`config.mk`:
```
export PLATFORM = sky130hd
export DESIGN_NAME = systolic_ctrl_flat
export DESIGN_NICKNAME = d
export VERILOG_FILES = /design/src/rtl/systolic_ctrl_if.sv /design/src/rtl/systolic_ctrl.sv /design/src/flat_wrapper.sv
export SDC_FILE = /design/constraint.sdc
export NUM_CORES = 1
export LEC_CHECK = 0
export ABC_AREA = 1
export CAP_MARGIN = 10
export CORE_MARGIN = 1.5
export CORE_UTILIZATION = 50
export CTS_BUF_LIST = sky130_fd_sc_hd__clkbuf_8
export CTS_CLUSTER_DIAMETER = 80
export CTS_CLUSTER_SIZE = 12
export DETAILED_ROUTE_END_ITERATION = 10
export PLACE_DENSITY = 0.83
export SETUP_SLACK_MARGIN = 0.1
export SLEW_MARGIN = 20
export SYNTH_ARGS = -nofsm -noshare
export SYNTH_HDL_FRONTEND = slang
export SYNTH_SLANG_ARGS = --single-unit
```
`constraint.sdc`:
```
create_clock -name clk -period 2.9 [get_ports clk]
set_clock_uncertainty 0.1 [all_clocks]
set_input_delay 0.58 -clock clk [delete_from_list [all_inputs] [get_ports clk]]
set_output_delay 0.58 -clock clk [all_outputs]
set_load 0.05 [all_outputs]
```
`src/rtl/systolic_ctrl_if.sv`:
```
// ---------------------------------------------------------------------------
// systolic_ctrl_if
//   Bundles every non-clock/reset signal of the systolic array sequencer.
//   The controller side uses the master modport; the host/datapath side
//   uses the slave modport.
//
//   Host request      : start, k_len                  (into the controller)
//   Host status       : busy, done                    (from the controller)
//   A memory read     : a_rd_en, a_rd_addr
//   B memory read     : b_rd_en, b_rd_addr
//   C memory write    : c_wr_en, c_wr_addr
//   Datapath control  : cal_ele_cho_array[0:S-1], mem_ele_cho, mem_change
// ---------------------------------------------------------------------------
interface systolic_ctrl_if #(
  parameter int systolic_size = 2,
  parameter int addr_size     = 8
);

  logic                 start;
  logic [addr_size-1:0] k_len;
  logic                 busy;
  logic                 done;
  logic                 a_rd_en;
  logic [addr_size-1:0] a_rd_addr;
  logic                 b_rd_en;
  logic [addr_size-1:0] b_rd_addr;
  logic                 c_wr_en;
  logic [addr_size-1:0] c_wr_addr;
  logic                 cal_ele_cho_array [0:systolic_size-1];
  logic                 mem_ele_cho;
  logic                 mem_change;

  modport master (
    input  start, k_len,
    output busy, done,
    output a_rd_en, a_rd_addr,
    output b_rd_en, b_rd_addr,
    output c_wr_en, c_wr_addr,
    output cal_ele_cho_array, mem_ele_cho, mem_change
  );

  modport slave (
    output start, k_len,
    input  busy, done,
    input  a_rd_en, a_rd_addr,
    input  b_rd_en, b_rd_addr,
    input  c_wr_en, c_wr_addr,
    input  cal_ele_cho_array, mem_ele_cho, mem_change
  );

endinterface

```
`src/rtl/systolic_ctrl.sv`:
```
// ---------------------------------------------------------------------------
// systolic_ctrl
//   Sequencer for one tile of the systolic array matrix multiply:
//   B preload (LOAD), skewed A streaming with per-row calculate enables
//   (COMPUTE), result drain to output memory (DRAIN) and a done pulse (DONE).
//
//   Ports:
//     clk    - rising-edge clock
//     reset  - asynchronous, active-low reset
//     bus    - systolic_ctrl_if.master: start/k_len request, busy/done
//              status, A/B/C memory strobes and datapath control
//
//   Timing: the state register runs one cycle ahead of the outputs. The edge
//   that samples start only moves the state; every output is then registered
//   from the current state, so the first LOAD strobe appears one edge later.
// ---------------------------------------------------------------------------
module systolic_ctrl #(
  parameter int systolic_size = 2,
  parameter int addr_size     = 8
) (
  input  logic            clk,
  input  logic            reset,
  systolic_ctrl_if.master bus
);

  localparam int S  = systolic_size;
  localparam int AW = addr_size;
  // One spare bit so K = 2^AW-1 plus S-1 skew cycles never wraps.
  localparam int CW = addr_size + 1;

  localparam logic [CW-1:0] LAST_ROW = CW'(S - 1);

  typedef enum logic [2:0] {
    IDLE,
    LOAD,
    COMPUTE,
    DRAIN,
    DONE
  } state_e;

  state_e          state_q;
  logic [CW-1:0]   cnt_q;
  logic [AW-1:0]   kLen_q;

  logic            busy_q;
  logic            done_q;
  logic            aRdEn_q;
  logic [AW-1:0]   aRdAddr_q;
  logic            bRdEn_q;
  logic [AW-1:0]   bRdAddr_q;
  logic            cWrEn_q;
  logic [AW-1:0]   cWrAddr_q;
  logic            calEn_q [0:S-1];
  logic            memEleCho_q;
  logic            memChange_q;

  logic            calEn_d [0:S-1];
  logic [CW-1:0]   lastComputeCnt;
  logic [CW-1:0]   kWide;

  // COMPUTE spans K+S-1 cycles, so its final count is K+S-2. K is at least 1
  // whenever COMPUTE is entered, which keeps this non-negative even for S=1.
  always_comb begin
    kWide          = {1'b0, kLen_q};
    lastComputeCnt = kWide + CW'(S) - CW'(2);
  end

  // Diagonal skew: row r is active while the COMPUTE count lies in
  // [r, r+K-1]. The subtraction is guarded so it cannot underflow.
  always_comb begin
    for (int r = 0; r < S; r++) begin
      calEn_d[r] = 1'b0;
      if (state_q == COMPUTE && cnt_q >= CW'(r)) begin
        calEn_d[r] = ((cnt_q - CW'(r)) < kWide);
      end
    end
  end

  // Single sequencing process: state transitions plus every registered
  // output. Strobes default low each cycle; addresses only move while their
  // enable is being asserted, so they hold their last value otherwise.
  always_ff @(posedge clk or negedge reset) begin
    if (!reset) begin
      state_q     <= IDLE;
      cnt_q       <= '0;
      kLen_q      <= '0;
      busy_q      <= 1'b0;
      done_q      <= 1'b0;
      aRdEn_q     <= 1'b0;
      aRdAddr_q   <= '0;
      bRdEn_q     <= 1'b0;
      bRdAddr_q   <= '0;
      cWrEn_q     <= 1'b0;
      cWrAddr_q   <= '0;
      calEn_q     <= '{default: 1'b0};
      memEleCho_q <= 1'b0;
      memChange_q <= 1'b0;
    end else begin
      busy_q      <= (state_q != IDLE);
      done_q      <= 1'b0;
      aRdEn_q     <= 1'b0;
      bRdEn_q     <= 1'b0;
      cWrEn_q     <= 1'b0;
      memEleCho_q <= 1'b0;
      memChange_q <= 1'b0;
      calEn_q     <= calEn_d;

      case (state_q)
        IDLE: begin
          // done_q high means the visible DONE cycle is still in progress;
          // a start seen then is ignored.
          if (bus.start && !done_q) begin
            cnt_q <= '0;
            if (bus.k_len == '0) begin
              state_q <= DONE;
            end else begin
              kLen_q  <= bus.k_len;
              state_q <= LOAD;
            end
          end
        end

        LOAD: begin
          bRdEn_q     <= 1'b1;
          bRdAddr_q   <= cnt_q[AW-1:0];
          memEleCho_q <= 1'b1;
          if (cnt_q == LAST_ROW) begin
            cnt_q   <= '0;
            state_q <= COMPUTE;
          end else begin
            cnt_q <= cnt_q + CW'(1);
          end
        end

        COMPUTE: begin
          memChange_q <= (cnt_q == '0);
          if (cnt_q < kWide) begin
            aRdEn_q   <= 1'b1;
            aRdAddr_q <= cnt_q[AW-1:0];
          end
          if (cnt_q == lastComputeCnt) begin
            cnt_q   <= '0;
            state_q <= DRAIN;
          end else begin
            cnt_q <= cnt_q + CW'(1);
          end
        end

        DRAIN: begin
          cWrEn_q   <= 1'b1;
          cWrAddr_q <= cnt_q[AW-1:0];
          if (cnt_q == LAST_ROW) begin
            cnt_q   <= '0;
            state_q <= DONE;
          end else begin
            cnt_q <= cnt_q + CW'(1);
          end
        end

        DONE: begin
          done_q  <= 1'b1;
          state_q <= IDLE;
        end

        default: begin
          state_q <= IDLE;
        end
      endcase
    end
  end

  assign bus.busy              = busy_q;
  assign bus.done              = done_q;
  assign bus.a_rd_en           = aRdEn_q;
  assign bus.a_rd_addr         = aRdAddr_q;
  assign bus.b_rd_en           = bRdEn_q;
  assign bus.b_rd_addr         = bRdAddr_q;
  assign bus.c_wr_en           = cWrEn_q;
  assign bus.c_wr_addr         = cWrAddr_q;
  assign bus.cal_ele_cho_array = calEn_q;
  assign bus.mem_ele_cho       = memEleCho_q;
  assign bus.mem_change        = memChange_q;

endmodule

```
`src/flat_wrapper.sv`:
```
// flat-port wrapper written by rule: the top's interface ports become plain ports
module systolic_ctrl_flat 
#(
  parameter int systolic_size = 2,
  parameter int addr_size     = 8
)
  (clk, reset, bus_start, bus_k_len, bus_busy, bus_done, bus_a_rd_en, bus_a_rd_addr, bus_b_rd_en, bus_b_rd_addr, bus_c_wr_en, bus_c_wr_addr, bus_cal_ele_cho_array, bus_mem_ele_cho, bus_mem_change);
  systolic_ctrl_if #(.systolic_size(systolic_size), .addr_size(addr_size)) bus_i ();
  input  logic clk;
  input  logic reset;
  input wire logic [$bits(bus_i.start)-1:0] bus_start;
  input wire logic [$bits(bus_i.k_len)-1:0] bus_k_len;
  output wire logic [$bits(bus_i.busy)-1:0] bus_busy;
  output wire logic [$bits(bus_i.done)-1:0] bus_done;
  output wire logic [$bits(bus_i.a_rd_en)-1:0] bus_a_rd_en;
  output wire logic [$bits(bus_i.a_rd_addr)-1:0] bus_a_rd_addr;
  output wire logic [$bits(bus_i.b_rd_en)-1:0] bus_b_rd_en;
  output wire logic [$bits(bus_i.b_rd_addr)-1:0] bus_b_rd_addr;
  output wire logic [$bits(bus_i.c_wr_en)-1:0] bus_c_wr_en;
  output wire logic [$bits(bus_i.c_wr_addr)-1:0] bus_c_wr_addr;
  output wire logic [$bits(bus_i.cal_ele_cho_array)-1:0] bus_cal_ele_cho_array;
  output wire logic [$bits(bus_i.mem_ele_cho)-1:0] bus_mem_ele_cho;
  output wire logic [$bits(bus_i.mem_change)-1:0] bus_mem_change;
  assign bus_i.start = bus_start;
  assign bus_i.k_len = bus_k_len;
  assign bus_busy = bus_i.busy;
  assign bus_done = bus_i.done;
  assign bus_a_rd_en = bus_i.a_rd_en;
  assign bus_a_rd_addr = bus_i.a_rd_addr;
  assign bus_b_rd_en = bus_i.b_rd_en;
  assign bus_b_rd_addr = bus_i.b_rd_addr;
  assign bus_c_wr_en = bus_i.c_wr_en;
  assign bus_c_wr_addr = bus_i.c_wr_addr;
  assign bus_cal_ele_cho_array = {>>{bus_i.cal_ele_cho_array}};
  assign bus_mem_ele_cho = bus_i.mem_ele_cho;
  assign bus_mem_change = bus_i.mem_change;
  systolic_ctrl #(.systolic_size(systolic_size), .addr_size(addr_size)) u_core (.clk(clk), .reset(reset), .bus(bus_i));
endmodule
```
==> results.md, run 1 <==
* Buffer count from post-CTS setup fixing at 0
* Seq/Total Area, Yosys at 44.4%
* Combinational power share at 2.9%
* DRT iter0 DRCs at 177
* Final Util at 61.9%
* Vias post-DR at 2333
* Crit-path cells: clkdlybuf4s50_1
* Grt ovf at 0
* Hold slack at 0.0224 ns
* Sw Share at 22.4%
* Average wire per standard cell at 13.0 um
* DPL Wire Length at 4610 um
* Multi-input gate area in the final layout at 1340 sq um
* Std cell rows at 27
* Boundary pin count at 44
* Met2 wire length at 2920 um
* LEAKAGE at 0.00157 uW
* First-pass GRT wire length at 10100 um
* Final period utilization at 78.4%
* Crit path capture type: output port
* Synth warnings at 0
* Worst VDD drop at 297 uV
* Final slew viol count at 0
* R2R cell count at 11
* Max-slew headroom at 65.6%
* Flops & latches, synth at 51
* Flop pwr share at 59.9%
* Total power at 1190 uW
* WL met1 at 2540 um
* Critical Path Stages at 1
* Clock sinks at 51
* Synth Instances at 335
* Layout cells sized above 1 at 10.3%
* Synth unique cells at 32
* GRT Util Overall at 20.6%
* Synthesized area at 2870 sq um
* Hold Crit Class: in -> async
* Cell Int Power at 920 uW
* RSZ-0062 raised after global routing: no
* CTS tree: yes
* Post-Route WL at 5860 um
* Count of final setup violators at 0
* Die Span Y at 78.8 um
* CTS max path bufs at 2
* Placer Congestion at 0.935
* Share of the synthesized area in the top cell type at 44.4%
* Final ANT Viol Nets at 0
* Pre-antenna DRT Iters at 4
* Slowest stage delay, CP at 0.84 ns
* NetSw at 265 uW
* Clock Pin Slew Worst Setup and Hold Paths at 0.10 ns
* # hold bufs at CTS at 0
* Minimum clock period at 2.27 ns
* CTS buffer count at 5
* Worst Path Required at 2.22 ns
* P per Cell Area at 346 nW/um^2
* Largest net degree at the start of global routing at 25
* # DRC at 0
* Synth area leader: dfrtp_1
* Fmax achieved at 0.440 GHz
* Area Overhead vs Synth at 19.3%
* Fill cells at 489
* Highest Signal Layer: met4
* Buffers on Ports at 43
* Ant. Diodes at 0
* Core area at 5540 sq um
* Buf/Inv on CP at 1
* Clock power frac at 37.1%
* Net Count, Synth at 366
* Setup TNS at 0 ns
* Cts repair resizes at 0
* Initial Util at 51.9%
* Root buf cell: clkbuf_8
* H-tree depth at 2
* Delay-heaviest family, CP: buffers and inverters
* Via density at 5.17
* Status: finished, final reports clean
* Clk_lat worst skew at 0.31 ns
* Worst-Margin Slew at 0.514 ns
* FF/Latch Area at 1280 sq um
* Type of the worst setup path: reg -> out
* Vias in the first global route at 2260
* WL met3 at 299 um
* # nets final at 409
* CP arrival at 1.59 ns
* Syn avg cell area at 8.58 sq um
* Startpoint types: flop
* Initial antenna violation count at 0
* Critical Path Fanout Max at 2
* Max cap viols at 0
* Final hold violation count at 0
* Die X at 78.8 um
* Dominant cells by area after synthesis: dfrtp_1 (44%), nand2_1 (11%), ha_1 (8.7%)
* Die area at 6210 sq um
* Highest-delay cell along the critical path: clkdlybuf4s50_1
==> flip-flops by register name (all words and copies together), names as in the netlist <==
register	cells
u_core.cnt_q	9
u_core.bus.a_rd_addr	8
u_core.bus.b_rd_addr	8
u_core.bus.c_wr_addr	8
u_core.kLen_q	8
u_core.state_q	3
u_core.bus.a_rd_en	1
u_core.bus.busy	1
u_core.bus.c_wr_en	1
u_core.bus.cal_ele_cho_array	1
u_core.bus.done	1
u_core.bus.mem_change	1
u_core.bus.mem_ele_cho	1
==> cell type report <==
| class | count | area share [%] |
|---|---|---|
| multi-input combinational | 226 | 39.0 |
| sequential | 51 | 37.2 |
| tap | 72 | 2.63 |
| clock buffer | 6 | 2.41 |
| timing repair buffer | 45 | 12.8 |
| clock inverter | 2 | 0.474 |
| inverter | 49 | 5.44 |
==> per-layer routing <==
metal  vias to the layer above  track usage, %
met5                         -               0
met4                         0            5.61
met3                        13            3.22
met2                        65            35.9
met1                      1104            26.6
li1                       1151               -
==> cells by family (layout without fill, tap and decap cells) <==
| logic type | after synthesis | in the layout | share of synthesized area (%) |
|---|---|---|---|
| flip-flops | 51 | 51 | 44.4 |
| buffers and inverters | 58 | 102 | 9.05 |
| XOR/XNOR | 8 | 8 | 2.44 |
| adder cells (fa/ha/maj) | 20 | 20 | 8.71 |
| AND/OR/NAND/NOR | 155 | 155 | 27.3 |
| AO/OA/AOI/OAI | 43 | 43 | 8.14 |
==> cells in the final DEF, fill, tap and decap left out <==
cell	instances
o21ai_1	12
buf_2	1
nand2_4	2
nor2_2	1
nor3b_1	1
nand3b_1	1
or2_2	1
dfrtp_1	51
buf_4	2
o211ai_1	2
nor2_8	1
a21oi_1	6
ha_1	20
o21ai_0	21
nor3_1	2
nor3_4	1
inv_1	41
xor2_1	8
clkinv_2	2
nand4_1	10
clkinv_4	1
clkinvlp_4	1
nor2_4	6
nand2_1	85
clkdlybuf4s50_1	42
nand3_4	2
nor2_1	17
o21ai_4	1
nand3_1	20
inv_2	6
o21a_1	1
nand2_2	3
clkbuf_8	6
nand3_2	2
==> final timing paths <==
kind                                              endpoint  slack (ns)              start
max                                               bus_done        0.63    u_core.bus.done
min                        u_core.bus.cal_ele_cho_array[0]        0.02              reset
max reg2reg                u_core.bus.cal_ele_cho_array[0]        0.69    u_core.cnt_q[0]
min reg2reg                                u_core.bus.done        0.36  u_core.state_q[0]
max in group asynchronous                  u_core.cnt_q[0]        2.09              reset
min in group clk                           u_core.bus.done        0.36  u_core.state_q[0]
==> power by group through the flow <==
stage | sequential (uW) | clock, uW | combinational [uW]
3_5_place_dp | 725 | 0 | 36.0
3_3_place_gp | 725 | 0 | 35.4
2_1_floorplan | 725 | 0 | 6.36
5_1_grt | 711 | 474 | 40.1
4_1_cts | 710 | 443 | 36.2
6_report | 710 | 440 | 34.9
==> worst register-to-register path: stages (launching register included) <==
cell and delay (ns):
dfrtp_1 0.51, inv_1 0.19, ha_1 0.29, nand2_1 0.12, xor2_1 0.15, inv_1 0.06
ha_1 0.29, a21oi_1 0.15, nand2_1 0.06, nand2_1 0.05, nand2_1 0.05, a21oi_1 0.12
==> synth_stat cells <==
cell type,count
nand2_1,85
dfrtp_1,51
inv_1,41
o21ai_0,21
ha_1,20
nand3_1,20
nor2_1,17
o21ai_1,12
nand4_1,10
xor2_1,8
a21oi_1,6
inv_2,6
nor2_4,6
buf_6,4
nand2_2,3
buf_2,2
buf_4,2
clkinv_2,2
nand2_4,2
nand3_2,2
nand3_4,2
nor3_1,2
o211ai_1,2
clkbuf_1,1
nand3b_1,1
nor2_2,1
nor2_8,1
nor3_4,1
nor3b_1,1
o21a_1,1
o21ai_4,1
or2_2,1
==> per-stage QoR <==
step	setup slack (ns)	cells	cell area [sq um]
floorplan	0.952	335	2870
global placement	0.831	443	3330
detailed placement	0.721	443	3330
CTS	0.618	451	3430
global route	0.522	451	3430
finish	0.627	451	3430
Power figures use the tool's default switching activity.
==> run 2: changes to the inputs <==
- clock period: 2.9 -> 2.4 ns (I/O delays scaled with it)
==> results.md, run 2 (same netlist as run 1, synthesis figures left out) <==
* Clock power frac at 36.8% (-0.3 points)
* Initial antenna violation count at 0 (unchanged)
* Leading cell types in the layout, fill and taps excluded: nand2_1 (85), dfrtp_1 (50), clkdlybuf4s50_1 (42)
* DPL Wire Length at 4410 um (-4.4%)
* Combinational power share at 2.9% (about the same)
* RSZ-0062 raised after global routing: no
* DP Worst Slack at 0.229 ns (-0.493 ns)
* Ant. Diodes at 0 (unchanged)
* Pre-antenna DRT Iters at 4 (unchanged)
* Status: finished, final reports clean
* Most common cell after layout, fill and taps aside: nand2_1
* Buffers on Ports at 43 (unchanged)
* Vias post-DR at 2256 (-3.3%)
* Sw Share at 21.9% (-0.46 points)
* LEAKAGE at 0.00157 uW (+0.16%)
* # nets final at 410 (+0.24%)
* Post-Route WL at 5780 um (-1.5%)
* Final period utilization at 90.9%
* Root buf cell: clkbuf_8
* Delay-heaviest family, CP: buffers and inverters
* Buf/Inv on CP at 1 (unchanged)
* GRT Util Overall at 20.8% (+0.23 points)
* Clk_lat worst skew at 0.31 ns (about the same)
* Total power at 1420 uW (+20%)
* Setup TNS at 0 ns (unchanged)
* Fmax achieved at 0.458 GHz
* Highest-delay cell along the critical path: clkdlybuf4s50_1
* First-pass GRT wire length at 10100 um (-0.47%)
* Layout cells sized above 1 at 11.3% (+1.0 points)
* # DRC at 0 (unchanged)
* P per Cell Area at 414 nW/um^2 (+20%)
* Max-slew headroom at 57.4% (-8.3 points)
* Max FFs per register at 9 (unchanged)
* Final ANT Viol Nets at 0 (unchanged)
* Initial Util at 51.9% (unchanged)
* DRT iter0 DRCs at 110 (-38%)
* Worst-Margin Slew at 0.640 ns (+0.126 ns)
* Via density at 4.99 (-3.5%)
* Clock sinks at 51 (unchanged)
* Clock Pin Slew Worst Setup and Hold Paths at 0.10 ns (about the same)
* Largest net degree at the start of global routing at 52 (+110%)
* Vias in the first global route at 2226 (-1.5%)
* Reg with most FFs: u_core.cnt_q
* H-tree depth at 2 (unchanged)
* Startpoint types: flop
* NetSw at 311 uW (+18%)
* Buffer count from post-CTS setup fixing at 0 (unchanged)
* Boundary pin count at 44 (unchanged)
* CTS max path bufs at 2 (unchanged)
* Placed instance count at 444 (+0.23%)
* Cts repair resizes at 0 (unchanged)
* Area Overhead vs Synth at 19.6%
* Flop pwr share at 60.4% (+0.5 points)
* Max cap viols at 0 (unchanged)
* Core area at 5540 sq um (unchanged)
* Slowest stage delay, CP at 0.84 ns (about the same)
* # hold bufs at CTS at 0 (unchanged)
* Cell Int Power at 1110 uW (+21%)
* CTS buffer count at 5 (unchanged)
* CP arrival at 1.60 ns (about the same)
* Final hold violation count at 0 (unchanged)
* Worst VDD drop at 329 uV (+11%)
* Post-route insts no fill at 452 (+0.22%)
* Final slew viol count at 0 (unchanged)
* Hold Crit Class: in -> async
* Crit-path cells: clkdlybuf4s50_1
* Die X at 78.8 um (unchanged)
* Critical Path Fanout Max at 2 (unchanged)
* Std cell rows at 27 (unchanged)
* Grt ovf at 0 (unchanged)
* Post-route setup slack at 0.218 ns (-0.409 ns)
* Type of the worst setup path: reg -> out
* Crit path capture type: output port
* Die area at 6210 sq um (unchanged)
* Worst Path Required at 1.82 ns (-0.40 ns)
* Minimum clock period at 2.18 ns
* Die Span Y at 78.8 um (unchanged)
* Placer Congestion at 0.903 (-3.4%)
* Average wire per standard cell at 12.8 um (-1.7%)
* CTS tree: yes
* Count of final setup violators at 0 (unchanged)
[run 2: worst paths after layout]
path                            cells after the start  slack, ns         startpoint                         endpoint
min in group clk                                    1       0.36  u_core.state_q[0]                  u_core.bus.done
max in group asynchronous                           2       1.56              reset                  u_core.cnt_q[0]
worst min-delay path                                2       0.16              reset          u_core.bus.a_rd_addr[2]
worst max register to register                     11       0.27    u_core.cnt_q[1]  u_core.bus.cal_ele_cho_array[0]
worst min register to register                      1       0.36  u_core.state_q[0]                  u_core.bus.done
worst max-delay path                                1       0.22    u_core.bus.done                         bus_done
[run 2: final cells by class]
cell class / count / area, sq um
tap: 72 / 90.1
sequential: 51 / 1280
clock buffer: 6 / 82.6
inverter: 49 / 186
clock inverter: 2 / 16.3
timing repair buffer: 46 / 448
multi-input combinational: 226 / 1340
fill: 491 / 2100
[run 2: metal layers]
| metal | up-vias | global-route usage (%) | part of all wire [%] |
|---|---|---|---|
| met3 | 9 | 5.06 | 4.7 |
| met2 | 49 | 35.1 | 49 |
| met5 | - | 0 | 0 |
| met4 | 0 | 5.44 | 0.95 |
| met1 | 1041 | 26.9 | 45 |
| li1 | 1157 | - | - |
[run 2: power groups by stage]
stage | clock network [uW] | logic [uW] | registers [uW]
after global placement | 0 | 41.8 | 876
after CTS | 542 | 42.7 | 859
final | 523 | 40.8 | 858
after global routing | 576 | 47.7 | 859
after floorplan | 0 | 7.68 | 876
after detailed placement | 0 | 42.6 | 876
[run 2: through the flow]
step	hold WS [ns]	util (%)	area (sq um)
final	0.165	62.1	3440
after global routing	0.242	62.1	3440
after CTS	0.193	62.0	3440
after detailed placement	0.351	60.3	3340
after global placement	0.344	60.3	3340
after floorplan	0.0844	-	2870
==> run 3: changes to the inputs <==
- CORE_MARGIN: 1.5 -> unset
- CORE_UTILIZATION: 50 -> 55
- PLACE_DENSITY: 0.83 -> 0.89
==> results.md, run 3 (same netlist as run 1, synthesis figures left out) <==
* Root buf cell: clkbuf_8
* Initial Util at 58.9% (+7.0 points)
* DPL Wire Length at 4690 um (+6.4%)
* Worst VDD drop at 325 uV (-1.1%)
* Critical Path Fanout Max at 9 (+7)
* Std cell rows at 25 (-7.4%)
* Hold slack at 0.0364 ns (-0.128 ns)
* Crit path capture type: flop
* Die Span Y at 74.3 um (-5.7%)
* FF/Latch Area at 1280 sq um (+0.20%)
* Max cap viols at 0 (unchanged)
* Final hold violation count at 0 (unchanged)
* Largest net degree at the start of global routing at 24 (-54%)
* Crit-path cells: inv_2 > ha_2 > nand2_1 > nor2_1 > xor2_1 > ha_1 > nand2_1 > inv_1 > nand2_1 > nand2_1 > a21oi_1
* Placer Congestion at 0.970 (+7.5%)
* Critical Path Stages at 11 (+10)
* CTS max path bufs at 2 (unchanged)
* Buffer count from post-CTS setup fixing at 0 (unchanged)
* Final Util at 70.6% (+8.5 points)
* # DRC at 0 (unchanged)
* Status: finished, final reports clean
* Most common cell after layout, fill and taps aside: nand2_1
* Most used cell along the critical path: nand2_1
* Fmax achieved at 0.454 GHz (-0.90%)
* P per Cell Area at 417 nW/um^2 (+0.78%)
* Setup TNS at 0 ns (unchanged)
* Type of the worst setup path: reg -> reg
* # nets final at 411 (+0.24%)
* Highest-delay cell along the critical path: dfrtp_2
* Clock Pin Slew Worst Setup and Hold Paths at 0.09 ns (about the same)
* GRT Util Overall at 25.6% (+4.8 points)
* Average wire per standard cell at 13.9 um (+8.5%)
* DP Worst Slack at 0.226 ns (-0.00222 ns)
* Buf/Inv on CP at 2 (+1)
* CP arrival at 2.33 ns (+0.73 ns)
* Die X at 74.3 um (-5.7%)
* Max FFs per register at 9 (unchanged)
* Vias post-DR at 2365 (+4.8%)
* Final period utilization at 91.7% (+0.82 points)
* Final ANT Viol Nets at 0 (unchanged)
* Count of final setup violators at 0 (unchanged)
* Startpoint types: flop
* Vias in the first global route at 2327 (+4.5%)
* CTS buffer count at 5 (unchanged)
* Post-Route WL at 6210 um (+7.5%)
* Die area at 5520 sq um (-11%)
* Boundary pin count at 44 (unchanged)
* LEAKAGE at 0.00157 uW (+0.12%)
* Leading cell types in the layout, fill and taps excluded: nand2_1 (85), dfrtp_1 (48), clkdlybuf4s50_1 (42)
* Reg with most FFs: u_core.cnt_q
* Fill cells at 382 (-22%)
* Minimum clock period at 2.20 ns (+0.0198 ns)
* H-tree depth at 2 (unchanged)
* Clk_lat worst skew at 0.32 ns (about the same)
* Layout cells sized above 1 at 12.3% (+1.0 points)
* Initial antenna violation count at 0 (unchanged)
* Hold Crit Class: in -> async
* Max-slew headroom at 64.2% (+6.8 points)
* Ant. Diodes at 0 (unchanged)
* Slowest stage delay, CP at 0.48 ns (-0.36 ns)
* DRT iter0 DRCs at 247 (+120%)
* Core area at 4880 sq um (-12%)
* Buffers on Ports at 43 (unchanged)
* Post-route setup slack at 0.198 ns (-0.0198 ns)
* Via density at 5.28 (+5.8%)
* CTS tree: yes
* Pre-antenna DRT Iters at 4 (unchanged)
* Final slew viol count at 0 (unchanged)
* Multi-input gate area in the final layout at 1340 sq um (+0.19%)
* RSZ-0062 raised after global routing: no
* Delay-heaviest family, CP: adder cells
* Grt ovf at 0 (unchanged)
* Worst Path Required at 2.53 ns (+0.71 ns)
* First-pass GRT wire length at 10400 um (+2.8%)
* R2R cell count at 11 (unchanged)
* Area Overhead vs Synth at 19.9%
* Worst-Margin Slew at 0.537 ns (-0.103 ns)
* Clock sinks at 51 (unchanged)
## run 3: worst paths after layout
path	startpoint	to	slack, ns
max	u_core.cnt_q[0]	u_core.bus.cal_ele_cho_array[0]	0.20
min	reset	u_core.kLen_q[5]	0.04
max reg2reg	u_core.cnt_q[0]	u_core.bus.cal_ele_cho_array[0]	0.20
min reg2reg	u_core.state_q[0]	u_core.bus.done	0.36
max in group asynchronous	reset	u_core.state_q[1]	1.56
min in group clk	u_core.state_q[0]	u_core.bus.done	0.36
## run 3: worst reg2reg max path: stages, from the launching register on
cell     delay, ns
dfrtp_2       0.48
inv_2         0.14
ha_2          0.22
nand2_1       0.10
nor2_1        0.16
xor2_1        0.21
ha_1          0.28
nand2_1       0.08
inv_1         0.04
nand2_1       0.06
nand2_1       0.07
a21oi_1       0.18
## run 3: through the flow
| stage | area [sq um] | power [uW] | instances |
|---|---|---|---|
| after floorplan | 2870 | 883 | 335 |
| after global placement | 3340 | 919 | 440 |
| after detailed placement | 3340 | 919 | 440 |
| after CTS | 3440 | 1440 | 448 |
| after global routing | 3440 | 1480 | 448 |
| final | 3440 | 1440 | 448 |
## run 3: repair_timing
| action | in CTS | in global routing |
|---|---|---|
| endpoints found under the setup margin | 0 | 1 |
| gates resized for setup | 0 | 6 |
| hold buffers | 0 | 0 |
## run 3: routing by layer
| metal | global-route usage [%] | share of wire, % | vias up | routed length (um) |
|---|---|---|---|---|
| li1 | - | - | 1163 | - |
| met1 | 31.3 | 43 | 1108 | 2660 |
| met2 | 43.5 | 50 | 75 | 3090 |
| met3 | 6.50 | 5.1 | 19 | 317 |
| met4 | 9.64 | 2.3 | 0 | 142 |
| met5 | 0 | 0 | - | 0 |
## run 3: report_power, final
group / internal, uW / leakage [uW] / switching [uW]
combinational: 17.7 / 0.000890 / 24.7
clock: 236 / 0.0000474 / 299
sequential: 858 / 0.000633 / 0
## run 3: final cells by class
cell class | count | area share [%]
sequential | 51 | 37.2
multi-input combinational | 226 | 38.9
inverter | 49 | 5.41
timing repair buffer | 47 | 13.2
clock buffer | 6 | 2.40
clock inverter | 2 | 0.472
tap | 67 | 2.43
